<file path="src/rtl/instr_prefetch_queue_pkg.sv">
// ============================================================================
// Module : instr_prefetch_queue_pkg
// Brief  : Shared constants, fetch entry type and counter-width helper.
// Rev    : 1.0
// ============================================================================
`default_nettype none

package instr_prefetch_queue_pkg;

    localparam int ADDR_W  = 32;
    localparam int INSTR_W = 32;

    localparam logic [ADDR_W-1:0] RESET_PC = 32'h0000_0000;
    localparam logic [ADDR_W-1:0] PC_STEP  = 32'h0000_0004;

    typedef struct packed {
        logic [ADDR_W-1:0]  pc;
        logic [INSTR_W-1:0] instr;
    } fetch_entry_t;

    // Occupancy counters must be able to hold the value DEPTH itself.
    function automatic int cnt_width(input int depth);
        return $clog2(depth + 1);
    endfunction

endpackage

`default_nettype wire

</file>
<file path="src/rtl/instr_prefetch_queue_fifo.sv">
// ============================================================================
// Module : sync_fifo_flush
// Brief  : Circular-buffer FIFO with occupancy count and synchronous flush.
// Rev    : 1.0
// ============================================================================
`default_nettype none

module sync_fifo_flush #(
    parameter int DEPTH = 4,
    parameter int WIDTH = 64
) (
    input  logic                              clk,
    input  logic                              rst,
    input  logic                              flush,
    input  logic                              wr_en,
    input  logic [WIDTH-1:0]                  wr_data,
    input  logic                              rd_en,
    output logic [WIDTH-1:0]                  rd_data,
    output logic                              empty,
    output logic [$clog2(DEPTH+1)-1:0]        count
);
    import instr_prefetch_queue_pkg::*;

    localparam int PTR_W = (DEPTH > 1) ? $clog2(DEPTH) : 1;
    localparam int CNT_W = cnt_width(DEPTH);

    logic [WIDTH-1:0] r_mem [DEPTH];
    logic [PTR_W-1:0] r_wr_ptr;
    logic [PTR_W-1:0] r_rd_ptr;
    logic [CNT_W-1:0] r_count;
    logic             w_wr;
    logic             w_rd;

    assign empty   = (r_count == '0);
    assign count   = r_count;
    assign w_rd    = rd_en && !empty;
    assign w_wr    = wr_en && ((r_count != CNT_W'(DEPTH)) || w_rd);
    assign rd_data = empty ? '0 : r_mem[r_rd_ptr];

    always_ff @(posedge clk) begin
        if (rst || flush) begin
            r_wr_ptr <= '0;
            r_rd_ptr <= '0;
            r_count  <= '0;
        end else begin
            if (w_wr) begin
                r_wr_ptr <= (r_wr_ptr == PTR_W'(DEPTH - 1)) ? '0 : r_wr_ptr + 1'b1;
            end
            if (w_rd) begin
                r_rd_ptr <= (r_rd_ptr == PTR_W'(DEPTH - 1)) ? '0 : r_rd_ptr + 1'b1;
            end
            r_count <= r_count + CNT_W'(w_wr) - CNT_W'(w_rd);
        end
    end

    // Storage needs no reset: reads are masked by the empty flag.
    always_ff @(posedge clk) begin
        if (w_wr && !rst && !flush) begin
            r_mem[r_wr_ptr] <= wr_data;
        end
    end

endmodule

`default_nettype wire

</file>
<file path="src/rtl/instr_prefetch_queue.sv">
// ============================================================================
// Module : instr_prefetch_queue
// Brief  : Credit-limited instruction prefetcher with redirect flush/drop.
// Rev    : 1.0
// ============================================================================
`default_nettype none

module instr_prefetch_queue #(
    parameter int                DEPTH    = 4,
    parameter int                ADDR_W   = 32,
    parameter int                DATA_W   = 32,
    parameter logic [ADDR_W-1:0] RESET_PC = '0,
    parameter logic [ADDR_W-1:0] PC_STEP  = ADDR_W'(4)
) (
    input  logic              clk,
    input  logic              rst,
    input  logic              redirect_valid,
    input  logic [ADDR_W-1:0] redirect_pc,
    output logic              imem_req_valid,
    output logic [ADDR_W-1:0] imem_req_addr,
    input  logic              imem_req_ready,
    input  logic              imem_resp_valid,
    input  logic [DATA_W-1:0] imem_resp_data,
    output logic              instr_valid,
    output logic [DATA_W-1:0] instr,
    output logic [ADDR_W-1:0] instr_pc,
    input  logic              instr_ready
);
    import instr_prefetch_queue_pkg::*;

    localparam int CNT_W = cnt_width(DEPTH);

    logic [ADDR_W-1:0]        r_fetch_pc;
    logic [ADDR_W-1:0]        r_resp_pc;
    logic [CNT_W-1:0]         r_outstanding;
    logic [CNT_W-1:0]         r_drop_cnt;
    logic [CNT_W-1:0]         w_count;
    logic [CNT_W-1:0]         w_out_after_resp;
    logic [CNT_W:0]           w_total;
    logic                     w_req_fire;
    logic                     w_push;
    logic                     w_pop;
    logic                     w_empty;
    logic [ADDR_W+DATA_W-1:0] w_rd_data;

    // Queued entries plus in-flight requests form the credit pool.
    assign w_total          = {1'b0, w_count} + {1'b0, r_outstanding};
    assign imem_req_valid   = !rst && !redirect_valid && (w_total < (CNT_W+1)'(DEPTH));
    assign imem_req_addr    = r_fetch_pc;
    assign w_req_fire       = imem_req_valid && imem_req_ready;
    assign w_out_after_resp = r_outstanding - CNT_W'(imem_resp_valid);
    assign w_push           = imem_resp_valid && !redirect_valid && (r_drop_cnt == '0);

    assign instr_valid = !rst && !w_empty;
    assign w_pop       = instr_valid && instr_ready;
    assign instr_pc    = w_rd_data[ADDR_W+DATA_W-1:DATA_W];
    assign instr       = w_rd_data[DATA_W-1:0];

    sync_fifo_flush #(
        .DEPTH (DEPTH),
        .WIDTH (ADDR_W + DATA_W)
    ) u_fifo (
        .clk     (clk),
        .rst     (rst),
        .flush   (redirect_valid),
        .wr_en   (w_push),
        .wr_data ({r_resp_pc, imem_resp_data}),
        .rd_en   (w_pop),
        .rd_data (w_rd_data),
        .empty   (w_empty),
        .count   (w_count)
    );

    always_ff @(posedge clk) begin
        if (rst) begin
            r_fetch_pc    <= RESET_PC;
            r_resp_pc     <= RESET_PC;
            r_outstanding <= '0;
            r_drop_cnt    <= '0;
        end else if (redirect_valid) begin
            // Every request still in flight belongs to a dead path.
            r_fetch_pc    <= redirect_pc;
            r_resp_pc     <= redirect_pc;
            r_outstanding <= w_out_after_resp;
            r_drop_cnt    <= w_out_after_resp;
        end else begin
            r_outstanding <= w_out_after_resp + CNT_W'(w_req_fire);
            if (w_req_fire) begin
                r_fetch_pc <= r_fetch_pc + PC_STEP;
            end
            if (imem_resp_valid && (r_drop_cnt != '0)) begin
                r_drop_cnt <= r_drop_cnt - 1'b1;
            end
            if (w_push) begin
                r_resp_pc <= r_resp_pc + PC_STEP;
            end
        end
    end

`ifndef SYNTHESIS
    always_ff @(posedge clk) begin
        if (!rst) begin
            assert (r_drop_cnt <= r_outstanding)
                else $error("drop_cnt exceeds outstanding");
            assert (w_total <= (CNT_W+1)'(DEPTH))
                else $error("credit overrun: count+outstanding > DEPTH");
            assert (!imem_resp_valid || (r_outstanding != '0))
                else $error("response with no outstanding request");
        end
    end
`endif

endmodule

`default_nettype wire

</file>
<file path="config.mk">
export PLATFORM = sky130hd
export DESIGN_NAME = instr_prefetch_queue
export DESIGN_NICKNAME = d
export VERILOG_FILES = /design/src/rtl/instr_prefetch_queue_pkg.sv /design/src/rtl/instr_prefetch_queue_fifo.sv /design/src/rtl/instr_prefetch_queue.sv
export SDC_FILE = /design/constraint.sdc
export NUM_CORES = 1
export LEC_CHECK = 0
export ABC_AREA = 1
export BUFFER_PORTS_ARGS = -buffer_cell sky130_fd_sc_hd__buf_4
export CAP_MARGIN = 20
export CORE_AREA = 4 4 170 172
export CTS_BUF_LIST = sky130_fd_sc_hd__clkbuf_8
export CTS_CLUSTER_SIZE = 30
export DETAILED_ROUTE_END_ITERATION = 10
export DIE_AREA = 0 0 174 176
export GPL_TIMING_DRIVEN = 1
export HOLD_SLACK_MARGIN = 0.08
export PLACE_DENSITY = 0.78
export SLEW_MARGIN = 5
export SYNTH_ARGS = -nofsm -noshare
export SYNTH_HDL_FRONTEND = slang
export SYNTH_SLANG_ARGS = --single-unit
</file>
<file path="constraint.sdc">
create_clock -name clk -period 4.6 [get_ports clk]
set_input_delay 0.92 -clock clk [delete_from_list [all_inputs] [get_ports clk]]
set_output_delay 0.92 -clock clk [all_outputs]
set_load 0.02 [all_outputs]
</file>
==> metrics.csv <==
stage,metric,value,unit
yosys,syn_area_per_cell,9.30,sq um
die,Initial Util,54.4,%
yosys,Synth Instances,1607,
clocking,Post-CTS Hold Buffers,0,
clocking,Post-CTS Setup Repair Bufs,0,
layout,share of layout cells above drive strength 1,14.8,%
power,Cell Pwr Density,362,nW/um^2
global_route,number of global-route vias before repair,11700,
yosys,Cell variety after synth,36,
placement,"worst slack, placed",1020,ps
die,I/O Pins,168,
layout,non-filler instance count after layout,2161,
yosys,Synth Warn #,0,
sta,RSZ-0062 raised after global routing,no,
route,Routed Antenna Nets,0,
critical_path,CP Data Arrival Time,2680,ps
die,die height,176,microns
critical_path,crit path kind,register to output port,
route,routed wire length,37200,microns
route,via count,12100,
sta,post-route clock period utilization,78.2,%
critical_path,WP buf/inv,2,
run,maxcap violations,0,
route,DR vias/cell,5.59,
die,core footprint,27500,sq um
layout,Area Growth Syn to Fin,17.4,%
route,# DRC,0,
yosys,Post-synth EDFFs,256,
global_route,first-pass GRT wire length,58800,microns
power,Final Power,6.35,mW
sta,Fmax,278,MHz
die,FP Rows,61,
clocking,CTS tree,built,
sta,Period minus WS final,3600,ps
clocking,Worst-Skew Late Latency,570,ps
outcome,status,completed,
placement,placed cells,2064,
critical_path,"CP delay by family, top",flip-flops,
layout,Nets,1859,
clocking,CTS sink cnt,335,
placement,Placement Cell Area,16500,sq um
yosys,register area share after synthesis,62.0,%
placement,PortBufs,167,
clocking,CTS Root Cell,clkbuf_8,
yosys,Synth Cell Area,14900,sq um
layout,Finished Cell Area,17500,sq um
clocking,post-CTS sizing,0,
critical_path,Critical Path Fanout Max,63,
placement,HPWL after DPL,23300,microns
die,Die Wd,174,microns
critical_path,Worst setup EP type,output port,
hold_path,Min-Delay Path Class,register to register,
placement,routability cong.,0.949,
sta,setup_tns,0,ps
critical_path,critical-path cell list,buf_4 -> nor2_1 -> nor2_1 -> o21ai_0 -> a21oi_1 -> buf_4,
global_route,overflow left after global routing,0,
sta,final number of setup-violating endpoints,0,
yosys,cell taking the most area after synthesis,edfxtp_1,
yosys,Yosys reg bits,335,
yosys,share of flip-flops with an asynchronous set or reset,0,%
die,die area,30600,sq um
route,post-DR wirelength/cell,17.2,microns
sta,pins over their slew limit,0,
sta,Final Hold Fails,0,
clocking,H-Tree Depth,2,
sta,Relative slew margins,33.1,%
power,Leak Pwr,6.74,nW
sta,skew final,17.5,ps
yosys,dominant cells by area after synthesis,"edfxtp_1 (51%), dfxtp_1 (11%), nor2_1 (9.4%), nand2_1 (6.6%), o21ai_0 (6.0%)",
layout,post-layout util,63.9,%
sta,final hold slack,463,ps
sta,post-route setup slack,1000,ps
global_route,initial antenna violation count,0,
sta,Worst Tran Pin Value,1000,ps
route,Initial DRC Count,1120,
route,TritonRoute pass-1 iters,5,
critical_path,CP max stage delay,810,ps
clocking,TritonCTS Buffers,52,
yosys,syn nets,1694,
critical_path,Crit-path slowest cell,dfxtp_4,
power,Max VDD drop,0.207,mV
clocking,clock slew at reported path FFs,60,ps
clocking,clk buf depth,3,
critical_path,Setup crit start kind,register,
yosys,"Top FF cell, synth",edfxtp_1,
global_route,pin count of the biggest net entering global routing,129,
yosys,area share of the largest cell type after synthesis,51.4,%
global_route,Global Route Usage Sum,23.5,%
critical_path,Critical Path RT,3680,ps
layout,diode count,0,
cell type report:
cell class,instances,area [sq um]
Sequential cell,335,9270
Timing Repair Buffer,181,1420
Multi-Input combinational cell,1088,4970
Clock inverter,42,259
Clock buffer,55,757
Inverter,114,428
Tap cell,346,433
Fill cell,2177,9930
kinds of logic after synthesis:
logic type | Yosys count | synth area share, %
AND/OR/NAND/NOR | 734 | 19.7
flip-flops | 335 | 62.0
AO/OA/AOI/OAI | 323 | 11.1
buffers and inverters | 184 | 4.88
adder cells (fa/ha/maj) | 17 | 1.47
XOR/XNOR | 14 | 0.821
layer usage:
layer | wire (microns) | up-vias | GRT usage [%]
met1 | 15600 | 5629 | 31.6
met5 | 0 | - | 0
li1 | - | 5766 | -
met3 | 3290 | 82 | 4.95
met2 | 17300 | 609 | 38.7
met4 | 1010 | 0 | 7.98
synthesized netlist by cell type, types with 4 or more instances:
cell type	count
o21ai_1	5
nand2_1	264
nor3_1	4
o211ai_1	4
o21ai_0	180
inv_1	110
a31oi_1	12
buf_1	18
ha_1	16
dfxtp_1	79
clkbuf_1	32
buf_2	16
nand4_1	15
xor2_1	11
nand3_1	59
edfxtp_1	256
nor2_1	375
nand3b_1	4
a21oi_1	115
power breakdown:
group / switching, mW / internal, mW
Combinational: 0.325 / 0.188
Sequential: 0.0928 / 3.34
Clock: 1.12 / 1.28
tightest hold or removal path, cell delays in order (launching register included):
cell     delay [ps]
dfxtp_1         320
nand2_1          50
o21ai_0          60
worst paths after layout:
check / slack (ps) / endpoint / start / cells past startpoint
worst max-delay path: 1000 / instr[3] / register / 6
worst min-delay path: 460 / imem_req_addr[1] / imem_req_addr[1] / 2
worst max register to register: 1460 / u_fifo.r_mem[2][9] / r_drop_cnt[0] / 11
worst min register to register: 460 / imem_req_addr[1] / imem_req_addr[1] / 2
registers in the layout, summed over array words and instances (netlist names), named ones only:
name,flops
u_fifo.r_mem,256
u_fifo.count,3
r_outstanding,3
u_fifo.r_rd_ptr,2
imem_req_addr,32
r_drop_cnt,3
u_fifo.r_wr_ptr,2
r_resp_pc,32
layout by cell type, fill, tap and decap left out, types with 5 or more instances in the layout:
cell | netlist | routed
a21oi_1 | 115 | 115
a31oi_1 | 12 | 12
buf_12 | 0 | 5
buf_4 | 3 | 176
clkbuf_8 | 0 | 55
clkinv_1 | 1 | 15
clkinv_2 | 0 | 6
dfxtp_1 | 79 | 77
edfxtp_1 | 256 | 256
ha_1 | 16 | 16
inv_1 | 110 | 126
nand2_1 | 264 | 264
nand3_1 | 59 | 59
nand4_1 | 15 | 15
nor2_1 | 375 | 371
nor2_4 | 2 | 6
o21ai_0 | 180 | 180
o21ai_1 | 5 | 5
xor2_1 | 11 | 11
No activity file was read; power rests on OpenSTA's default activity.
